`src/rtl/set_host.sv`:
```
// set_host: host-side driver for the SET candidate-counting engine.
//
// Takes one job record at a time on a valid/ready input and drives SET's
// en/central/radius/mode strobe protocol. The operands stay frozen until the
// next job is accepted. SET's one-cycle valid pulse is captured and the result
// is returned on a valid/ready port. A watchdog aborts a job that SET never
// answers.
//
// Parameters
//   EN_CYCLES  cycles set_en is held high per job (>= 1)
//   GAP        idle cycles after reset and after each job before the next set_en
//   TIMEOUT    maximum cycles spent waiting for set_valid (10-bit counter)
//
// Ports
//   clk            clock, rising edge
//   rst            asynchronous reset, active low
//   job_valid      job record present
//   job_ready      block accepts a job this cycle
//   job_data[37:0] {central[23:0], radius[11:0], mode[1:0]}
//   set_en         SET input strobe
//   set_central    SET central operand {ax,ay,bx,by,cx,cy}
//   set_radius     SET radius operand {ar,br,cr}
//   set_mode       SET mode operand
//   set_busy       SET busy (holds off job_ready while idle)
//   set_valid      SET one-cycle result strobe
//   set_candidate  SET result
//   res_valid      result held
//   res_ready      consumer takes the result
//   res_data       captured candidate (0 on timeout)
//   res_err        result is a timeout abort
//   jobs_done      completed non-error jobs, wrapping
//   timeout_flag   sticky timeout indicator, cleared only by reset
//
// Every output is a flop, so none of them follows an input combinationally.

module set_host #(
  parameter int unsigned EN_CYCLES = 1,
  parameter int unsigned GAP       = 2,
  parameter int unsigned TIMEOUT   = 1023
) (
  input  logic        clk,
  input  logic        rst,
  input  logic        job_valid,
  output logic        job_ready,
  input  logic [37:0] job_data,
  output logic        set_en,
  output logic [23:0] set_central,
  output logic [11:0] set_radius,
  output logic [1:0]  set_mode,
  input  logic        set_busy,
  input  logic        set_valid,
  input  logic [7:0]  set_candidate,
  output logic        res_valid,
  input  logic        res_ready,
  output logic [7:0]  res_data,
  output logic        res_err,
  output logic [15:0] jobs_done,
  output logic        timeout_flag
);

  // Terminal value of the wait counter. The counter starts at 0 on the first
  // WAIT cycle, so an abort lands exactly TIMEOUT cycles after WAIT is entered.
  localparam logic [9:0] WaitLast = 10'(TIMEOUT - 1);

  typedef enum logic [2:0] {
    StGapw,
    StIdle,
    StLoad,
    StWait,
    StResp
  } state_e;

  state_e      state_q;
  logic [15:0] gap_cnt_q;
  logic [15:0] en_cnt_q;
  logic [9:0]  wait_cnt_q;

  logic gap_done;
  logic en_done;
  logic accept;

  // GAPW lasts GAP cycles. The state is left on the edge that closes the last
  // gap cycle. A GAP of 0 still spends one cycle in GAPW.
  assign gap_done = (32'(gap_cnt_q) + 32'd1) >= GAP;
  assign en_done  = (32'(en_cnt_q) + 32'd1) >= EN_CYCLES;
  assign accept   = (state_q == StIdle) && job_valid && job_ready;

  // Operand registers. These change only on job acceptance. SET reads them
  // combinationally for the whole computation, so they must not move during
  // LOAD, WAIT, RESP or GAPW.
  always_ff @(posedge clk or negedge rst) begin
    if (!rst) begin
      set_central <= '0;
      set_radius  <= '0;
      set_mode    <= '0;
    end else if (accept) begin
      set_central <= job_data[37:14];
      set_radius  <= job_data[13:2];
      set_mode    <= job_data[1:0];
    end
  end

  // Control FSM. It also holds all of the registered handshake and status outputs.
  always_ff @(posedge clk or negedge rst) begin
    if (!rst) begin
      state_q      <= StGapw;
      gap_cnt_q    <= '0;
      en_cnt_q     <= '0;
      wait_cnt_q   <= '0;
      job_ready    <= 1'b0;
      set_en       <= 1'b0;
      res_valid    <= 1'b0;
      res_data     <= '0;
      res_err      <= 1'b0;
      jobs_done    <= '0;
      timeout_flag <= 1'b0;
    end else begin
      case (state_q)
        StGapw: begin
          if (gap_done) begin
            state_q   <= StIdle;
            job_ready <= !set_busy;
          end else begin
            gap_cnt_q <= gap_cnt_q + 16'd1;
          end
        end

        StIdle: begin
          if (accept) begin
            state_q   <= StLoad;
            job_ready <= 1'b0;
            set_en    <= 1'b1;
            en_cnt_q  <= '0;
          end else begin
            // A busy SET holds off new work. The effect shows one cycle later.
            job_ready <= !set_busy;
          end
        end

        StLoad: begin
          if (en_done) begin
            state_q    <= StWait;
            set_en     <= 1'b0;
            wait_cnt_q <= '0;
          end else begin
            en_cnt_q <= en_cnt_q + 16'd1;
          end
        end

        StWait: begin
          // A valid result takes priority over a timeout in the same cycle.
          if (set_valid) begin
            state_q   <= StResp;
            res_valid <= 1'b1;
            res_data  <= set_candidate;
            res_err   <= 1'b0;
            jobs_done <= jobs_done + 16'd1;
          end else if (wait_cnt_q == WaitLast) begin
            state_q      <= StResp;
            res_valid    <= 1'b1;
            res_data     <= '0;
            res_err      <= 1'b1;
            timeout_flag <= 1'b1;
          end else begin
            wait_cnt_q <= wait_cnt_q + 10'd1;
          end
        end

        StResp: begin
          if (res_ready) begin
            state_q   <= StGapw;
            res_valid <= 1'b0;
            gap_cnt_q <= '0;
          end
        end

        default: begin
          state_q   <= StGapw;
          gap_cnt_q <= '0;
          job_ready <= 1'b0;
          set_en    <= 1'b0;
          res_valid <= 1'b0;
        end
      endcase
    end
  end

endmodule

```
`config.mk`:
```
export PLATFORM = sky130hd
export DESIGN_NAME = set_host
export DESIGN_NICKNAME = d
export VERILOG_FILES = /design/src/rtl/set_host.sv
export SDC_FILE = /design/constraint.sdc
export NUM_CORES = 1
export LEC_CHECK = 0
export CAP_MARGIN = 5
export CORE_UTILIZATION = 30
export DETAILED_ROUTE_END_ITERATION = 6
export SLEW_MARGIN = 20
export SYNTH_ARGS = -nofsm -noshare
export SYNTH_HDL_FRONTEND = slang
export SYNTH_SLANG_ARGS = --single-unit
```
`constraint.sdc`:
```
create_clock -name clk -period 3.9 [get_ports clk]
set_clock_uncertainty 0.2 [all_clocks]
set_input_delay 0.39 -clock clk [delete_from_list [all_inputs] [get_ports clk]]
set_output_delay 0.39 -clock clk [all_outputs]
set_load 0.005 [all_outputs]
```
* Word-level counts from Yosys, hierarchy flattened
Cells that the tools add are included.
** Storage, ports and cells
- Bits in registers :: 112
- Input bits :: 52
- Output and inout port bits :: 67
- Logic and storage cells :: 92
** Cells by class
- Add/sub/neg operators :: 6
- Magnitude comparators :: 2
- Equal/unequal tests :: 14
- Mux-type cells :: 30
- Bitwise gates (word level) :: 5
- Reduce and logical (&&, ||, !) cells :: 21
** Operator list (number)
- $mux 16 :: 4
- $add 16x1->16 const B :: 3
- $pmux 16 s3 :: 1
- $add 16x1->17 const B :: 2
- $pmux 16 s2 :: 1
- $mux 10 :: 3
- $pmux 10 s2 :: 1
- $mux 3 :: 6
- $ge 17x1->1 const B :: 1
- $ge 17x2->1 const B :: 1
- $mux 8 :: 2
- $ne 2x2->1 const B :: 8
- $pmux 3 s5 :: 1
- $reduce_and 3->1 :: 5
- $reduce_or 3->1 :: 4
- $add 10x1->10 const B :: 1
- $eq 10x10->1 const B :: 1
- $pmux 1 s3 :: 3
- $mux 1 :: 8
- $eq 3x2->1 const B :: 2
- $reduce_and 2->1 :: 3
- $reduce_bool 2->1 :: 3
- $not 1->1 :: 5
- $reduce_and 5->1 :: 1
- other kinds (7) :: 8

* Depth between registers and ports, before layout
Gate-level depths: netlist of run 1.
- Depth in word-level cells :: 5
- Depth in mapped cells :: 10
- Depth with buffers taken out :: 9

* Worst setup path after synthesis of run 1
No wires, ideal clock.
- Path kind :: reg2reg
- Start :: register gap_cnt_q[0]
- End :: register gap_cnt_q[10]
- Library setup time :: 119 ps
- Arrival :: 2400 ps
- Data required time :: 3581 ps
- Slack :: 1181 ps
- Cell stages (with the launch flop) :: 10
- Buffers on the path :: 1
- Clock period less this slack :: 2719 ps
- Path through :: dfrtp_1 > ha_1 > nand2_1 > or4b_2 > a21oi_1 > o32ai_1 > nor4b_4 > a21oi_1 > clkbuf_1 > and2_1
** Between the ends
- Word-level cells in the longest chain between the ends :: 4
- Elaborated cells between the ends (all ways) :: 7
- Those cells by class :: add/sub (2); order compare (1); eq/ne (1); mux (2); reduce/logical (1)
** RTL lines
- from (decl) :: line 74 : logic [15:0] gap_cnt_q;
- from (signal assigned) :: line 124 : gap_cnt_q <= gap_cnt_q + 16'd1;
- $add 16x1->17 :: line 84 : assign gap_done = (32'(gap_cnt_q) + 32'd1) >= GAP;
- $ge 17x2->1 :: line 84
- $ne 2x2->1 (no line)
- $reduce_and 3->1 (no line)
Parallel ways exist; a longest one is shown, timed or not. The select of a mux whose other input is x is not followed.
A chain may end at the register's enable or synchronous reset.

* Worst setup path in the final report of run 1
- Start :: register gap_cnt_q[0]
- End :: register gap_cnt_q[8]
The elaborated chain is that of the path after synthesis.

==> results of run 1 <==
cell type report:
type                    instances  share of cell area [%]
multi-input cells             335                    32.7
clock buffers                   9                    3.22
repair buffers                123                    17.6
well taps                     220                    3.94
inverters                      17                   0.913
clock inverters                 7                    1.47
flip-flops and latches        112                    40.1
metrics by stage:
step	hold WS, ns	utilization, %
6_report	0.261	41.7
5_1_grt	0.283	41.7
4_1_cts	0.265	41.7
3_5_place_dp	0.248	39.7
3_3_place_gp	0.244	39.7
2_1_floorplan	-0.106	-
final timing paths:
check | startpoint | slack [ns] | depth (start not counted) | endpoint
max in group asynchronous | rst | 2.24 | 3 | set_radius[1]$_DFFE_PN0P_
worst min-delay path | timeout_flag$_DFFE_PN0P_ | 0.26 | 1 | timeout_flag$_DFFE_PN0P_
worst max register to register | gap_cnt_q[0]$_DFFE_PN0P_ | 0.83 | 8 | gap_cnt_q[8]$_DFFE_PN0P_
min in group asynchronous | rst | 0.50 | 2 | gap_cnt_q[13]$_DFFE_PN0P_
worst max-delay path | gap_cnt_q[0]$_DFFE_PN0P_ | 0.83 | 8 | gap_cnt_q[8]$_DFFE_PN0P_
worst min register to register | timeout_flag$_DFFE_PN0P_ | 0.26 | 1 | timeout_flag$_DFFE_PN0P_
cell families (layout without fill, tap and decap cells):
kind of cell / count (synthesis) / count (layout) / share of synthesized area [%]
AO/OA/AOI/OAI: 73 / 73 / 9.17
XOR/XNOR: 22 / 22 / 3.69
adder cells (fa/ha/maj): 7 / 7 / 1.68
buffers and inverters: 32 / 156 / 2.47
flip-flops: 112 / 112 / 53.7
multiplexers: 40 / 40 / 8.61
AND/OR/NAND/NOR: 193 / 193 / 20.6
registers in the layout, summed over array words and instances, names as in the netlist:
register and count:
set_mode 2, wait_cnt_q 10, en_cnt_q 16, job_ready 1, gap_cnt_q 16, state_q 3
set_central 24, res_data 8, jobs_done 16, set_radius 12, set_en 1, res_err 1
res_valid 1, timeout_flag 1
metal layers:
layer / wire length (µm) / up-vias / track usage (%)
met2: 6000 / 81 / 23.2
li1: - / 1942 / -
met4: 182 / 0 / 4.36
met1: 5310 / 1977 / 17.8
met5: 0 / - / 0
met3: 460 / 14 / 3.51
cells in the final DEF, fill, tap and decap left out, drive strengths merged, types with 7 or more instances in the layout:
master and count:
clkdlybuf4s50 117, dfrtp 112, nand2 53, mux2 39
and2 33, o21ai 24, nor2 20, inv 19
nand3 18, xnor2 15, nand4 14, a21oi 13
nor3 11, o31ai 10, nor4 9, clkbuf 9
or4 8, xor2 7, ha 7, or3 7
power groups by stage:
| stage | combinational [mW] | clock [mW] | sequential (mW) |
|---|---|---|---|
| after floorplan | 0.581 | 0 | 1.69 |
| after global placement | 1.32 | 0 | 1.72 |
| after detailed placement | 1.33 | 0 | 1.73 |
| after CTS | 1.34 | 1.04 | 1.71 |
| after global routing | 1.45 | 1.08 | 1.76 |
| final | 1.31 | 1.00 | 1.71 |
==> flow_summary_export.csv, run 1 <==
group,metric,value,unit
outcome,status,"complete, no violations",
synth,syn_area,5220,µm²
synth,ys_types,51,
layout,drive_gt1_share,11.6,%
cts,ctsHoldBuffers,1,
layout,seq_area,2800,µm²
die,fp.dieArea,17900,µm²
setup_path,max_stage_delay,0.65,ns
synth,syn_inst,479,
setup_path,critPathLaunchType,"flip-flop",
route,drt.antenna.violating_nets,0,
timing,fin_crit,3.07,ns
route,vias_per_cell,4.88,
place,placed_cell_area,6650,µm²
layout,area_growth,34.0,%
setup_path,critPathTopFamily,"simple AND/OR/NAND/NOR gates",
power,pwr-share-clk,24.8,%
route,drc,0,
layout,finalNonFillerCells,823,
cts,clk_pin_slew,0.07,ns
route,routed-via-count,4014,
power,power_frac_seq,42.5,%
synth,netlist_top_cells_count,"112 x dfrtp_1, 53 x nand2_1, 39 x mux2_2, 33 x and2_1, 24 x o21ai_0",
die,die_y,134,µm
timing,layout_setup_ws,0.827,ns
cts,cts_tree,"done",
power,finalPower,4.03,mW
layout,n_fill_cell,1613,
cts,cts.repair.resized,0,
grt,track_usage,14.0,%
setup_path,path_class,"reg -> reg",
timing,final-setup-viol-count,0,
grt,grt_max_degree,70,
synth,synth_nets,538,
cts,worst_skew_pair.late_latency,0.35,ns
synth,syn_area_per_cell,10.9,µm²
grt,gr-total-overflow,0,
die,die_w,134,µm
synth,synthArstFlopShare,100,%
timing,fmax,325,MHz
synth,synth_area_leader_cell,"dfrtp_1",
timing,finalMaxSlewViolations,0,
timing,worst_pin_slew,0.893,ns
synth,synth-seq-area-share,53.7,%
place,port-buffer-count,118,
layout,fin_area,6990,µm²
power,vdd_drop_max,288,µV
timing,rsz0062_at_grt,"no",
synth,synth-edff-count,0,
synth,synth_area_leaders,"dfrtp_1 54%, mux2_2 8.4%, and2_1 4.0%",
cts,clkSinkCount,112,
timing,finalSetupTns,0,ns
die,num_rows,47,
place,dp_slack,0.846,ns
setup_path,end_kind,"flip-flop",
place,hpwl,8530,µm
timing,final_hold_viol_count,0,
cts,post-cts-setup-buffers,0,
synth,synthFlopType,"dfrtp_1",
timing,timing.final.crit_share,78.8,%
route,postRouteWirelength,12000,µm
power,p_per_area,576,nW/µm²
power,combPwrFrac,32.6,%
setup_path,cp_slowest_cell,"or4b_2",
synth,yosys.area.top_type_share,53.7,%
power,intPower,2.85,mW
power,swShare,29.2,%
timing,slew_headroom,40.5,%
route,first_pass_iters,4,
setup_path,path_cells,"ha_1, nand2_1, or4b_2, a21oi_1, o32ai_1, nor4b_4, a21oi_1, and2_1",
setup_path,critPathRequiredTime,3.94,ns
grt,first_global_vias,3975,
route,drt_iter0_drc,189,
layout,multi_input_area,2290,µm²
setup_path,path_buf_inv,0,
cts,cts_buffers,9,
synth,synth_warnings,0,
cts,ctsRootBufferMaster,"clkbuf_16",
power,p_leak,2.90,nW
run,maxCapViolations,0,
place,finalWeightedCongestion,0.806,
setup_path,path_common_cell,"a21oi_1",
setup_path,cp_max_fo,15,
die,core_area,16800,µm²
power,power.switching,1.18,mW
grt,antenna_found_initial,0,
min_path,hold_path_class,"reg -> reg",
die,io-pin-count,119,
synth,post-synth-top-count-cell,"dfrtp_1",
die,start_util,31.1,%
place,place_inst,806,
synth,ys_seq_elements,112,
cts,htreeDepth,3,
layout,nNetsFinal,657,
setup_path,worstPathArrival,3.12,ns
grt,grt_pass1_wl,20000,µm
cts,cts_buffer_depth,2,
route,wire_per_inst,14.5,µm
layout,diodes,0,
Power figures use the tool's default switching activity.
==> run 2: changes to the inputs <==
- clock period: 3.9 -> 2.5 ns (I/O delays scaled with it)
==> flow_summary_export.csv, run 2 (synthesis gave the netlist of run 1 again) <==
group,metric,value,unit
timing,fin_crit,2.66,ns
setup_path,end_kind,"flip-flop",
grt,grt_max_degree,68,
layout,finalNonFillerCells,880,
min_path,hold_path_class,"in -> async",
timing,holdWs,0.154,ns
die,core_area,16800,µm²
power,swShare,29.2,%
layout,diodes,0,
route,drt_iter0_drc,160,
die,num_rows,47,
setup_path,cp_max_fo,7,
route,drc,0,
power,combPwrFrac,35.5,%
outcome,status,"finished, violations left",
power,power.switching,1.95,mW
timing,finalSetupTns,-1.86,ns
route,drt.antenna.violating_nets,0,
die,start_util,31.1,%
layout,fin_util,46.6,%
cts,ctsRootBufferMaster,"clkbuf_16",
route,first_pass_iters,4,
setup_path,regToRegEndpoint,"wait_cnt_q[4]$_DFFE_PN0P_",
cts,clk_pin_slew,0.07,ns
grt,grt_pass1_wl,22000,µm
die,die_w,134,µm
place,placed_cell_area,7040,µm²
timing,final-setup-viol-count,27,
place,finalWeightedCongestion,0.831,
layout,drive_gt1_share,28.5,%
layout,n_fill_cell,1527,
grt,track_usage,15.4,%
place,port-buffer-count,118,
power,finalPower,6.67,mW
cts,htreeDepth,3,
grt,first_global_vias,4458,
layout,top_register,"set_central",
timing,layout_setup_ws,-0.156,ns
layout,area_growth,49.8,%
cts,cts_tree,"done",
setup_path,reg2reg_from,"en_cnt_q[8]$_DFFE_PN0P_",
timing,slew_headroom,66.5,%
outcome,violations,"negative setup slack",
timing,final_hold_viol_count,0,
cts,clkSinkCount,112,
power,intPower,4.72,mW
layout,nNetsFinal,714,
route,postRouteWirelength,13600,µm
grt,gr-total-overflow,0,
timing,timing.final.crit_share,106,%
route,vias_per_cell,4.94,
power,p_per_area,853,nW/µm²
setup_path,worstPathArrival,2.74,ns
power,power_frac_seq,39.4,%
setup_path,critPathLaunchType,"flip-flop",
timing,worst_pin_slew,0.503,ns
setup_path,r2r_cells,9,
die,io-pin-count,119,
run,maxCapViolations,0,
setup_path,critPathRequiredTime,2.58,ns
cts,cts_buffer_depth,2,
layout,layout_commonest_cell,"clkdlybuf4s50_1",
grt,antenna_found_initial,0,
route,routed-via-count,4343,
layout,fin_area,7810,µm²
timing,finalMaxSlewViolations,0,
place,hpwl,9270,µm
timing,rsz0062_at_grt,"yes",
cts,worst_skew_pair.late_latency,0.35,ns
power,pwr-share-clk,25.1,%
cts,cts_buffers,9,
power,vdd_drop_max,486,µV
power,p_leak,3.30,nW
layout,final_cell_mix,"117 x clkdlybuf4s50_1, 107 x dfrtp_1, 56 x buf_4, 51 x nand2_1, 39 x mux2_2",
die,fp.dieArea,17900,µm²
setup_path,reg2reg_slack,-0.16,ns
timing,fmax,376,MHz
place,dp_slack,-0.257,ns
die,die_y,134,µm
route,wire_per_inst,15.4,µm
place,place_inst,849,
layout,largest_register_ffs,24,
setup_path,path_class,"reg -> reg",
[run 2: changes by cell type in the layout (fill, tap and decap cells not counted), sizes merged]
cell / before / now
clkinvlp: 1 / 0
clkinv: 2 / 1
nor3b: 3 / 4
buf: 5 / 59
or3: 7 / 8
a21oi: 13 / 14
clkbuf: 9 / 10
bufinv: 2 / 3
[run 2: worst max-delay path by stage]
| stage | startpoint | end |
|---|---|---|
| 3_3_place_gp | en_cnt_q[0]$_DFFE_PN0P_ | state_q[0]$_DFFE_PN0P_ |
| 6_report | en_cnt_q[8]$_DFFE_PN0P_ | wait_cnt_q[4]$_DFFE_PN0P_ |
| 2_1_floorplan | en_cnt_q[3]$_DFFE_PN0P_ | wait_cnt_q[3]$_DFFE_PN0P_ |
| 3_5_place_dp | en_cnt_q[0]$_DFFE_PN0P_ | wait_cnt_q[4]$_DFFE_PN0P_ |
| 4_1_cts | en_cnt_q[1]$_DFFE_PN0P_ | en_cnt_q[14]$_DFFE_PN0P_ |
| 5_1_grt | en_cnt_q[8]$_DFFE_PN0P_ | wait_cnt_q[4]$_DFFE_PN0P_ |
[run 2: critical path, stage by stage, from the launching register on]
cell and delay (ns):
dfrtp_1 0.39, buf_4 0.13, nand2_2 0.08, or4_4 0.54
a31oi_4 0.18, nor4b_4 0.07, buf_4 0.14, nor3b_4 0.17
or4_1 0.54, a21oi_2 0.14
[run 2: area by class of cell]
| class | count | area (µm²) | share of cell area, % |
|---|---|---|---|
| inverters | 17 | 63.8 | 0.817 |
| flip-flops and latches | 112 | 2810 | 36.0 |
| well taps | 220 | 275 | 3.52 |
| clock buffers | 10 | 239 | 3.06 |
| clock inverters | 6 | 113 | 1.44 |
| multi-input cells | 338 | 2670 | 34.2 |
| repair buffers | 177 | 1640 | 21.0 |
[run 2: routing by layer]
| layer | GRT usage [%] | routed length, µm | up-vias |
|---|---|---|---|
| met1 | 18.5 | 5680 | 2174 |
| li1 | - | - | 2066 |
| met5 | 0 | 0 | - |
| met3 | 4.54 | 641 | 16 |
| met2 | 26.3 | 6980 | 87 |
| met4 | 5.05 | 265 | 0 |
[run 2: what timing repair did]
action / in CTS / in global routing
hold endpoints to repair: 24 / 0
pin swaps: 36 / 16
setup buffers: 7 / 4
hold buffers: 1 / 0
cloned: 2 / 1
gates resized for setup: 42 / 31
setup endpoints to repair: 44 / 45
[run 2: power groups by stage]
stage / sequential [mW] / combinational (mW) / clock, mW
2_1_floorplan: 2.64 / 0.912 / 0
3_3_place_gp: 2.62 / 2.22 / 0
4_1_cts: 2.63 / 2.34 / 1.73
6_report: 2.62 / 2.37 / 1.67
3_5_place_dp: 2.65 / 2.25 / 0
5_1_grt: 2.69 / 2.59 / 1.80
